<file path="config.mk">
export PLATFORM = sky130hd
export DESIGN_NAME = muldiv_seq
export DESIGN_NICKNAME = d
export VERILOG_FILES = /design/src/rtl/muldiv_seq_pkg.sv /design/src/rtl/muldiv_step.sv /design/src/rtl/muldiv_seq.sv
export SDC_FILE = /design/constraint.sdc
export NUM_CORES = 1
export LEC_CHECK = 0
export ABC_CLOCK_PERIOD_IN_PS = 10300
export CORE_MARGIN = 2
export CORE_UTILIZATION = 25
export CTS_BUF_LIST = sky130_fd_sc_hd__clkbuf_16
export CTS_CLUSTER_DIAMETER = 120
export DETAILED_ROUTE_END_ITERATION = 16
export GPL_TIMING_DRIVEN = 0
export PLACE_DENSITY_LB_ADDON = 0.08
export SYNTH_ARGS = -nofsm -noshare
export SYNTH_HDL_FRONTEND = slang
export SYNTH_SLANG_ARGS = --single-unit
</file>
<file path="constraint.sdc">
create_clock -name clk -period 10.3 [get_ports clk]
set_clock_uncertainty 0.15 [all_clocks]
set_input_delay 1.545 -clock clk [delete_from_list [all_inputs] [get_ports clk]]
set_output_delay 1.545 -clock clk [all_outputs]
set_load 0.01 [all_outputs]
</file>
<file path="src/rtl/muldiv_seq_pkg.sv">
// Shared encodings for the multiply/divide sequencer: operation codes and FSM states.
package muldiv_seq_pkg;

  localparam logic [1:0] MDOP_MULTU = 2'b00;
  localparam logic [1:0] MDOP_MULT  = 2'b01;
  localparam logic [1:0] MDOP_DIVU  = 2'b10;
  localparam logic [1:0] MDOP_DIV   = 2'b11;

  typedef enum logic [1:0] {
    ST_IDLE = 2'b00,
    ST_PREP = 2'b01,
    ST_CALC = 2'b10,
    ST_FIX  = 2'b11
  } state_t;

endpackage

</file>
<file path="src/rtl/muldiv_step.sv">
// One iteration of the unsigned shift-add multiplier / restoring divider.
// Multiply: acc = {partial_product_hi, multiplier_bits}, consumed LSB first.
// Divide:   acc = {remainder, dividend_bits/quotient}, consumed MSB first.
// The single 33-bit adder is shared: it adds for multiply and subtracts for divide.
module muldiv_step #(
  parameter int W = 32
) (
  input  logic [2*W-1:0] acc,
  input  logic [W-1:0]   mag,
  input  logic           is_div,
  output logic [2*W-1:0] acc_next
);

  logic [W:0]   opa;
  logic [W:0]   opb;
  logic         cin;
  logic [W+1:0] sum;

  // Select adder operands: add multiplicand when multiplier bit is set, or trial-subtract divisor.
  always_comb begin
    opa = '0;
    opb = '0;
    cin = 1'b0;
    if (is_div) begin
      // Shifted remainder can need 33 bits, so take it straight from acc[2W-1:W-1].
      opa = acc[2*W-1:W-1];
      opb = ~{1'b0, mag};
      cin = 1'b1;
    end else begin
      opa = {1'b0, acc[2*W-1:W]};
      opb = acc[0] ? {1'b0, mag} : '0;
      cin = 1'b0;
    end
  end

  assign sum = {1'b0, opa} + {1'b0, opb} + {{(W+1){1'b0}}, cin};

  // Form the next accumulator; for divide the carry-out means the difference is non-negative.
  always_comb begin
    acc_next = '0;
    if (is_div) begin
      if (sum[W+1]) begin
        acc_next = {sum[W-1:0], acc[W-2:0], 1'b1};
      end else begin
        acc_next = {acc[2*W-2:0], 1'b0};
      end
    end else begin
      // Carry is kept as the new MSB before the right shift.
      acc_next = {sum[W:0], acc[W-1:1]};
    end
  end

endmodule

</file>
<file path="src/rtl/muldiv_seq.sv">
// Iterative MULT/MULTU/DIV/DIVU sequencer owning the HI/LO registers.
// Handshake: start is accepted only when busy=0; busy stays high from the cycle after
// acceptance through the sign-fix cycle; done pulses for one cycle as HI/LO update.
module muldiv_seq
  import muldiv_seq_pkg::*;
#(
  parameter int WIDTH = 32
) (
  input  logic             clk,
  input  logic             rst,
  input  logic             start,
  input  logic [1:0]       op,
  input  logic [WIDTH-1:0] A,
  input  logic [WIDTH-1:0] B,
  input  logic             hi_we,
  input  logic             lo_we,
  input  logic [WIDTH-1:0] wdata,
  output logic             busy,
  output logic             done,
  output logic [WIDTH-1:0] HI,
  output logic [WIDTH-1:0] LO,
  output logic [1:0]       state_dbg
);

  state_t             state;
  state_t             state_nxt;
  logic [1:0]         op_q;
  logic [WIDTH-1:0]   a_q;
  logic [WIDTH-1:0]   b_q;
  logic [WIDTH-1:0]   mag_q;
  logic               res_neg;
  logic               dvd_neg;
  logic [2*WIDTH-1:0] acc;
  logic [2*WIDTH-1:0] acc_next;
  logic [5:0]         cnt;

  logic               is_div;
  logic               is_signed;
  logic [WIDTH-1:0]   mag_a;
  logic [WIDTH-1:0]   mag_b;
  logic [2*WIDTH-1:0] prod_fix;
  logic [WIDTH-1:0]   hi_res;
  logic [WIDTH-1:0]   lo_res;

  assign is_div    = op_q[1];
  assign is_signed = op_q[0];
  assign busy      = (state != ST_IDLE);
  assign state_dbg = state;

  muldiv_step #(.W(WIDTH)) u_step (
    .acc      (acc),
    .mag      (mag_q),
    .is_div   (is_div),
    .acc_next (acc_next)
  );

  // State register.
  always_ff @(posedge clk) begin
    if (rst) state <= ST_IDLE;
    else     state <= state_nxt;
  end

  // Next-state logic: IDLE -> PREP -> CALC x32 -> FIX -> IDLE.
  always_comb begin
    state_nxt = state;
    case (state)
      ST_IDLE: if (start) state_nxt = ST_PREP;
      ST_PREP: state_nxt = ST_CALC;
      ST_CALC: if (cnt == 6'd1) state_nxt = ST_FIX;
      ST_FIX:  state_nxt = ST_IDLE;
      default: state_nxt = ST_IDLE;
    endcase
  end

  // Operand magnitudes and final sign correction.
  always_comb begin
    mag_a    = (is_signed && a_q[WIDTH-1]) ? (~a_q + 1'b1) : a_q;
    mag_b    = (is_signed && b_q[WIDTH-1]) ? (~b_q + 1'b1) : b_q;
    prod_fix = res_neg ? (~acc + 1'b1) : acc;
    hi_res   = prod_fix[2*WIDTH-1:WIDTH];
    lo_res   = prod_fix[WIDTH-1:0];
    if (is_div) begin
      if (b_q == '0) begin
        // Divide by zero: dividend passes through unchanged, quotient saturates to all ones.
        hi_res = a_q;
        lo_res = '1;
      end else begin
        lo_res = res_neg ? (~acc[WIDTH-1:0] + 1'b1) : acc[WIDTH-1:0];
        hi_res = dvd_neg ? (~acc[2*WIDTH-1:WIDTH] + 1'b1) : acc[2*WIDTH-1:WIDTH];
      end
    end
  end

  // Operand capture, preparation and iteration datapath.
  always_ff @(posedge clk) begin
    if (rst) begin
      op_q    <= MDOP_MULTU;
      a_q     <= '0;
      b_q     <= '0;
      mag_q   <= '0;
      res_neg <= 1'b0;
      dvd_neg <= 1'b0;
      acc     <= '0;
      cnt     <= '0;
    end else begin
      case (state)
        ST_IDLE: begin
          if (start) begin
            op_q <= op;
            a_q  <= A;
            b_q  <= B;
          end
        end
        ST_PREP: begin
          // Multiply iterates over B with |A| as addend; divide iterates over |A| with |B| as divisor.
          mag_q   <= is_div ? mag_b : mag_a;
          acc     <= {{WIDTH{1'b0}}, (is_div ? mag_a : mag_b)};
          res_neg <= is_signed & (a_q[WIDTH-1] ^ b_q[WIDTH-1]);
          dvd_neg <= is_signed & a_q[WIDTH-1];
          cnt     <= 6'(WIDTH);
        end
        ST_CALC: begin
          acc <= acc_next;
          cnt <= cnt - 6'd1;
        end
        default: ;
      endcase
    end
  end

  // HI/LO: results land in FIX; MTHI/MTLO writes only while idle.
  always_ff @(posedge clk) begin
    if (rst) begin
      HI <= '0;
      LO <= '0;
    end else if (state == ST_FIX) begin
      HI <= hi_res;
      LO <= lo_res;
    end else if (!busy) begin
      if (hi_we) HI <= wdata;
      if (lo_we) LO <= wdata;
    end
  end

  // One-cycle completion pulse following the FIX cycle.
  always_ff @(posedge clk) begin
    if (rst) done <= 1'b0;
    else     done <= (state == ST_FIX);
  end

endmodule

</file>
Yosys cells after proc, flatten, opt, wreduce, memory -nomap -nowiden
Index checks and enable logic that the tools add are counted.
{ "op_classes": {"add_sub_neg": 8, "n_eq_ne": 7, "mux": 28, "bitwise": 9, "reduce_logical": 12} }
{ "op_table": {"columns": ["op", "count"], "rows": [
  ["$mux 32", 17],
  ["$mux 64", 3],
  ["$add 32x1->32 const B", 4],
  ["$not 32->32", 4],
  ["$pmux 64 s2", 1],
  ["$mux 33", 2],
  ["$add 64x1->64 const B", 1],
  ["$not 64->64", 1],
  ["$add 33x33->34", 1],
  ["$add 34x1->34", 1],
  ["$not 32->33", 1],
  ["$logic_not 32->1", 1],
  ["$pmux 6 s2", 1],
  ["$pmux 2 s4", 1],
  ["$reduce_and 2->1", 4],
  ["$reduce_bool 2->1", 4],
  ["$eq 6x1->1 const B", 1],
  ["$sub 6x1->6 const B", 1],
  ["$eq 2x2->1 const B", 2],
  ["$mux 2", 2],
  ["$ne 2x2->1 const B", 2],
  ["$and 1x1->1", 2],
  ["$eq 2x1->1 const B", 1],
  ["$logic_and 1x1->1", 2],
  ["other kinds (4)", 4]
]} }
{ "word_totals": {"reg_bits": 237, "input_bits": 103, "output_inout_bits": 68, "wordCells": 76} }

Logic depth before layout (Yosys ltp)
{ "depth": {"depth_word": 7, "depth_mapped": 18} }

Cells and area by module
A second synthesis with hierarchy kept.
{ "hier_totals": {"hier_cells": 2262, "area_unflattened_um2": 17052.6} }
{ "by_module_without_submodules": {"columns": ["module", "instances", "cells_per_inst", "area_each_um2", "seq_area_each_um2"], "rows": [
  ["muldiv_seq", 1, 1757, 13462.9, 4744.6],
  ["muldiv_step", 1, 505, 3589.7, 0.0]
]} }

Worst setup path after synthesis
No wires, ideal clock.
{ "synth_timing": {"path_type": "register to register", "start": "reg op_q[1]", "end": "reg acc[47]", "arrival_time_ns": 4.274, "required_ns": 10.021, "slack_ns": 5.747, "stages_incl_launch_ff": 16, "path_buffers": 6, "synth_period_minus_slack_ns": 4.553, "cell_sequence": "dfxtp_1 -> clkbuf_1 -> clkbuf_1 -> clkbuf_1 -> mux2_2 -> ha_1 -> clkbuf_1 -> nand4_1 -> nor4_1 -> nand2_1 -> a311oi_1 -> a211o_1 -> clkbuf_1 -> buf_1 -> mux2i_1 -> o21ai_0"} }
{ "synth_via": {"elab_chain_cells": 6, "elab_cells_between_ends": 8} }
{ "synth_rtl": {"columns": ["item", "line", "source"], "rows": [
  ["start: declaration", "muldiv_seq.sv:27", "logic [1:0] op_q;"],
  ["start signal: assignment", "muldiv_seq.sv:109", "op_q <= op;"],
  ["$mux 33", "muldiv_step.sv:24", "if (is_div) begin"],
  ["$add 33x33->34", "muldiv_step.sv:36", "assign sum = {1'b0, opa} + {1'b0, opb} + {{(W+1){1'b0}}, cin};"],
  ["$add 34x1->34", "muldiv_step.sv:36", null],
  ["$mux 64", "muldiv_step.sv:42", "if (sum[W+1]) begin"],
  ["$mux 64 *", "muldiv_step.sv:41", "if (is_div) begin"],
  ["$pmux 64 s2 *", "muldiv_seq.sv:106", "case (state)"],
  ["end signal: assignment", "muldiv_seq.sv:117", "acc <= {{WIDTH{1'b0}}, (is_div ? mag_a : mag_b)};"],
  ["end signal: assignment", "muldiv_seq.sv:123", "acc <= acc_next;"],
  ["end: declaration", "muldiv_seq.sv:33", "logic [2*WIDTH-1:0] acc;"]
]} }
Mark *: on every way between the ends. The rest lies on a longest branch, timed or not.
A chain may end at the register's enable or synchronous reset.

Worst setup path in the final report
{ "layout_timing": {"start": "reg op_q[1]", "end": "reg acc[60]"} }
Same word-level chain as after synthesis.

==> impl_metrics.py <==
metrics = {
    "worst_setup_path": {
        "r2r_end": "acc[60]",
        "max_stage_delay_ns": 0.72,
        "crit_path_end_kind": "flop",
        "path_delay_family": "buffers and inverters",
        "required_ns": 10.58,
        "rr_startpoint": "op_q[1]",
        "path_cells": "clkbuf_1 -> clkbuf_1 -> clkbuf_1 -> clkbuf_1 -> o21ai_0 -> ha_1 -> nand4_1 -> nor4_1 -> nand2_1 -> a311oi_1 -> a211o_1 -> clkbuf_1 -> buf_1 -> nand2_1 -> a32o_1",
        "crit_path_end": "acc[60]",
        "crit_top_cell": "clkbuf_1",
        "startpoint": "op_q[1]",
        "crit_slowest_cell": "buf_1",
        "startpoint_type": "flop",
        "crit_fanout": 11,
        "r2r_cells": 15,
        "path_class": "reg2reg",
        "reg2reg_slack_ns": 2.60,
        "crit_buf_inv": 6,
        "path_depth": 15,
        "arrival_ns": 7.98,
    },
    "timing": {
        "maxSlewHeadroom_pct": 3.86,
        "tightest_slew_ns": 1.43,
        "slew_viol_final": 0,
        "min_period_ns": 7.70,
        "hold_violations": 0,
        "finalSetupViolations": 0,
        "rsz0062_at_grt": "false",
        "fmax_mhz": 130,
        "fin_crit_sh_pct": 74.8,
        "setup_tns_ns": 0,
    },
    "finish": {
        "drive_gt1_share_pct": 4.94,
        "fin_nets": 2632,
        "area_growth_pct": 23.2,
        "final_util_pct": 31.0,
    },
    "clocking": {
        "cts_buffers": 34,
        "cts.clk_slew.worst_paths_ns": 0.06,
        "clock_path_buffers": 3,
        "cts_setup_buffers": 0,
        "cts_tree": "built",
        "clockRootBuffer": "clkbuf_16",
        "cts_hold_buf": 0,
        "h-tree-depth": 2,
        "clkLatencyLatePin_ns": 0.57,
        "ctsResizeCount": 0,
        "cts_num_sinks": 237,
    },
    "logic_synthesis": {
        "ys_seq_area_share_pct": 28.2,
        "synthCells": 2278,
        "ys.flop_type": "dfxtp_1",
        "ys_top_cells_by_count": "nand2_1, dfxtp_1, a21oi_1, nor2_1, o21ai_0",
        "netlist_area_um2": 16800,
        "synth_fp_nets": 2426,
        "yosys_register_bits": 237,
        "synth_edf_count": 0,
        "synth_mux_area_share_pct": 6.42,
        "synth_area_leaders": "dfxtp_1, nand2_1, a21oi_1",
        "synth_most_common_cell": "nand2_1",
        "synth_xor_area_share_pct": 7.75,
        "synth_simple_gate_area_share_pct": 22.3,
        "synth-compound-area-share_pct": 26.6,
        "synth.avg_cell_area_um2": 7.39,
        "ys_warn_count": 0,
        "synthAdderAreaFrac_pct": 3.43,
        "netlist.area_leader.share_pct": 28.2,
        "async_reset_ff_share_pct": 0,
        "synth_top_family_by_area": "compound AO/OA/AOI/OAI gates",
        "synth_top_cell_by_area": "dfxtp_1",
        "ys_types": 80,
    },
    "global_route": {
        "grt-ovfl-total": 0,
        "grt_pass1_wl_mm": 132,
        "antenna_found_initial": 2,
        "grt_start_max_net_pins": 12,
        "first_global_vias": 18007,
        "grt_util_all_layers_pct": 26.0,
    },
    "drt": {
        "drc": 0,
        "ant_nets": 0,
        "routed_via_density": 5.55,
        "routedWlPerCell_um": 27.4,
        "first_pass_iters": 6,
        "vias": 18772,
        "drt-total-wl_mm": 92.7,
        "drt_iter0_markers": 1863,
    },
    "power": {
        "power.switching_mw": 2.38,
        "comb_power_share_pct": 47.9,
        "p_leak_nw": 7.46,
        "pwr-share-clk_pct": 24.1,
        "switching_share_pct": 47.4,
        "irDropWorstVdd_v": 0.000117,
        "p_int_mw": 2.64,
        "power.share.sequential_pct": 28.0,
        "pwr_density_cell_nw_per_um2": 242,
    },
    "hold_path": {
        "min_path_type": "reg2reg",
        "hold_path_depth": 2,
    },
    "floorplan": {
        "die-area_um2": 69500,
        "die_w_um": 264,
        "initial_utilization_pct": 25.2,
        "core_um2": 66900,
        "die_h_um": 264,
        "rows": 95,
        "io_pins": 171,
    },
    "placement": {
        "place_congestion": 0.958,
        "dp_hpwl_mm": 74.6,
        "io_buffers": 170,
    },
    "run": {
        "maxCapViolCount": 0,
    },
    "status": {
        "status": "finished clean",
    },
}
[area by class of cell]
class	instances	area [µm²]
fill	7327	46200
sequential	237	4740
inverter	44	165
timing repair buffer	170	1700
antenna	4	10.0
clock buffer	35	876
tap	873	1090
clock inverter	25	226
buffer	192	744
multi-input combinational	1805	11200
[kinds of logic (layout without fill, tap and decap cells)]
family,after synthesis,count (layout)
AO/OA/AOI/OAI,713,713
AND/OR/NAND/NOR,815,815
buffers and inverters,236,466
adder cells (fa/ha/maj),45,45
flip-flops,237,237
multiplexers,83,83
other,0,4
XOR/XNOR,149,149
[power by group through the flow]
stage,Clock [mW],Sequential (mW),Combinational [mW]
CTS,1.23,1.40,2.38
finish,1.21,1.41,2.41
floorplan,0,1.31,1.39
global route,1.26,1.42,2.58
global placement,0,1.41,2.36
detailed placement,0,1.41,2.37
[worst min-delay path, cell delays in order (launching register included)]
cell and delay, ns:
dfxtp_1 0.31, nand2_1 0.05, a21oi_1 0.05
[placed cells by master, fill, tap and decap left out, drive strengths merged, types with 8 or more instances in the layout]
cell type,synthesis,final
a211oi,25,25
a21o,9,9
a21oi,231,231
a22oi,27,27
a311oi,14,14
a31oi,21,21
and2,14,14
and3,20,20
buf,30,30
clkbuf,162,197
clkdlybuf4s50,0,170
clkinv,1,16
dfxtp,237,237
ha,43,43
inv,43,49
mux2,30,30
mux2i,36,36
mux4,17,17
nand2,316,316
nand2b,20,20
nand3,62,62
nand4,17,17
nor2,200,200
nor2b,10,10
nor3,54,54
nor4,24,24
o211ai,35,35
o21a,13,13
o21ai,184,184
o221ai,34,34
o22ai,15,15
o31ai,33,33
o41ai,8,8
or2,10,10
or3,33,33
or4,26,26
xnor2,93,93
xor2,56,56
[registers in the layout (all words and copies together) (netlist names), 2 cells and up]
| name | cells |
|---|---|
| HI | 32 |
| LO | 32 |
| a_q | 32 |
| acc | 64 |
| b_q | 32 |
| cnt | 6 |
| mag_q | 32 |
| op_q | 2 |
| state_dbg | 2 |
[how the worst min path moves through the flow]
stage | from | slack [ns] | end
2_1_floorplan | cnt[5] | 0.29 | cnt[5]
3_3_place_gp | LO[18] | 0.30 | LO[18]
3_5_place_dp | LO[12] | 0.30 | LO[12]
4_1_cts | LO[18] | 0.31 | LO[18]
5_1_grt | LO[10] | 0.34 | LO[10]
6_report | LO[18] | 0.31 | LO[18]
[per-layer routing]
| metal | routed length (µm) | vias to the layer above | track usage (%) |
|---|---|---|---|
| li1 | - | 8670 | - |
| met1 | 42500 | 9232 | 36.0 |
| met2 | 41400 | 732 | 41.3 |
| met3 | 5440 | 138 | 3.46 |
| met4 | 3390 | 0 | 8.94 |
| met5 | 0 | - | 0 |
[per-stage QoR]
stage / setup WS [ns] / hold WS, ns / power (mW) / area, µm² / std cells
after global routing: 2.35 / 0.341 / 5.27 / 20700 / 3381
final: 2.60 / 0.306 / 5.02 / 20800 / 3385
after detailed placement: 2.72 / 0.299 / 3.78 / 19600 / 3321
after CTS: 2.72 / 0.310 / 5.00 / 20700 / 3381
after floorplan: 5.75 / 0.290 / 2.70 / 16800 / 2278
after global placement: 2.79 / 0.298 / 3.77 / 19600 / 3321
No activity file was read; power rests on OpenSTA's default activity.
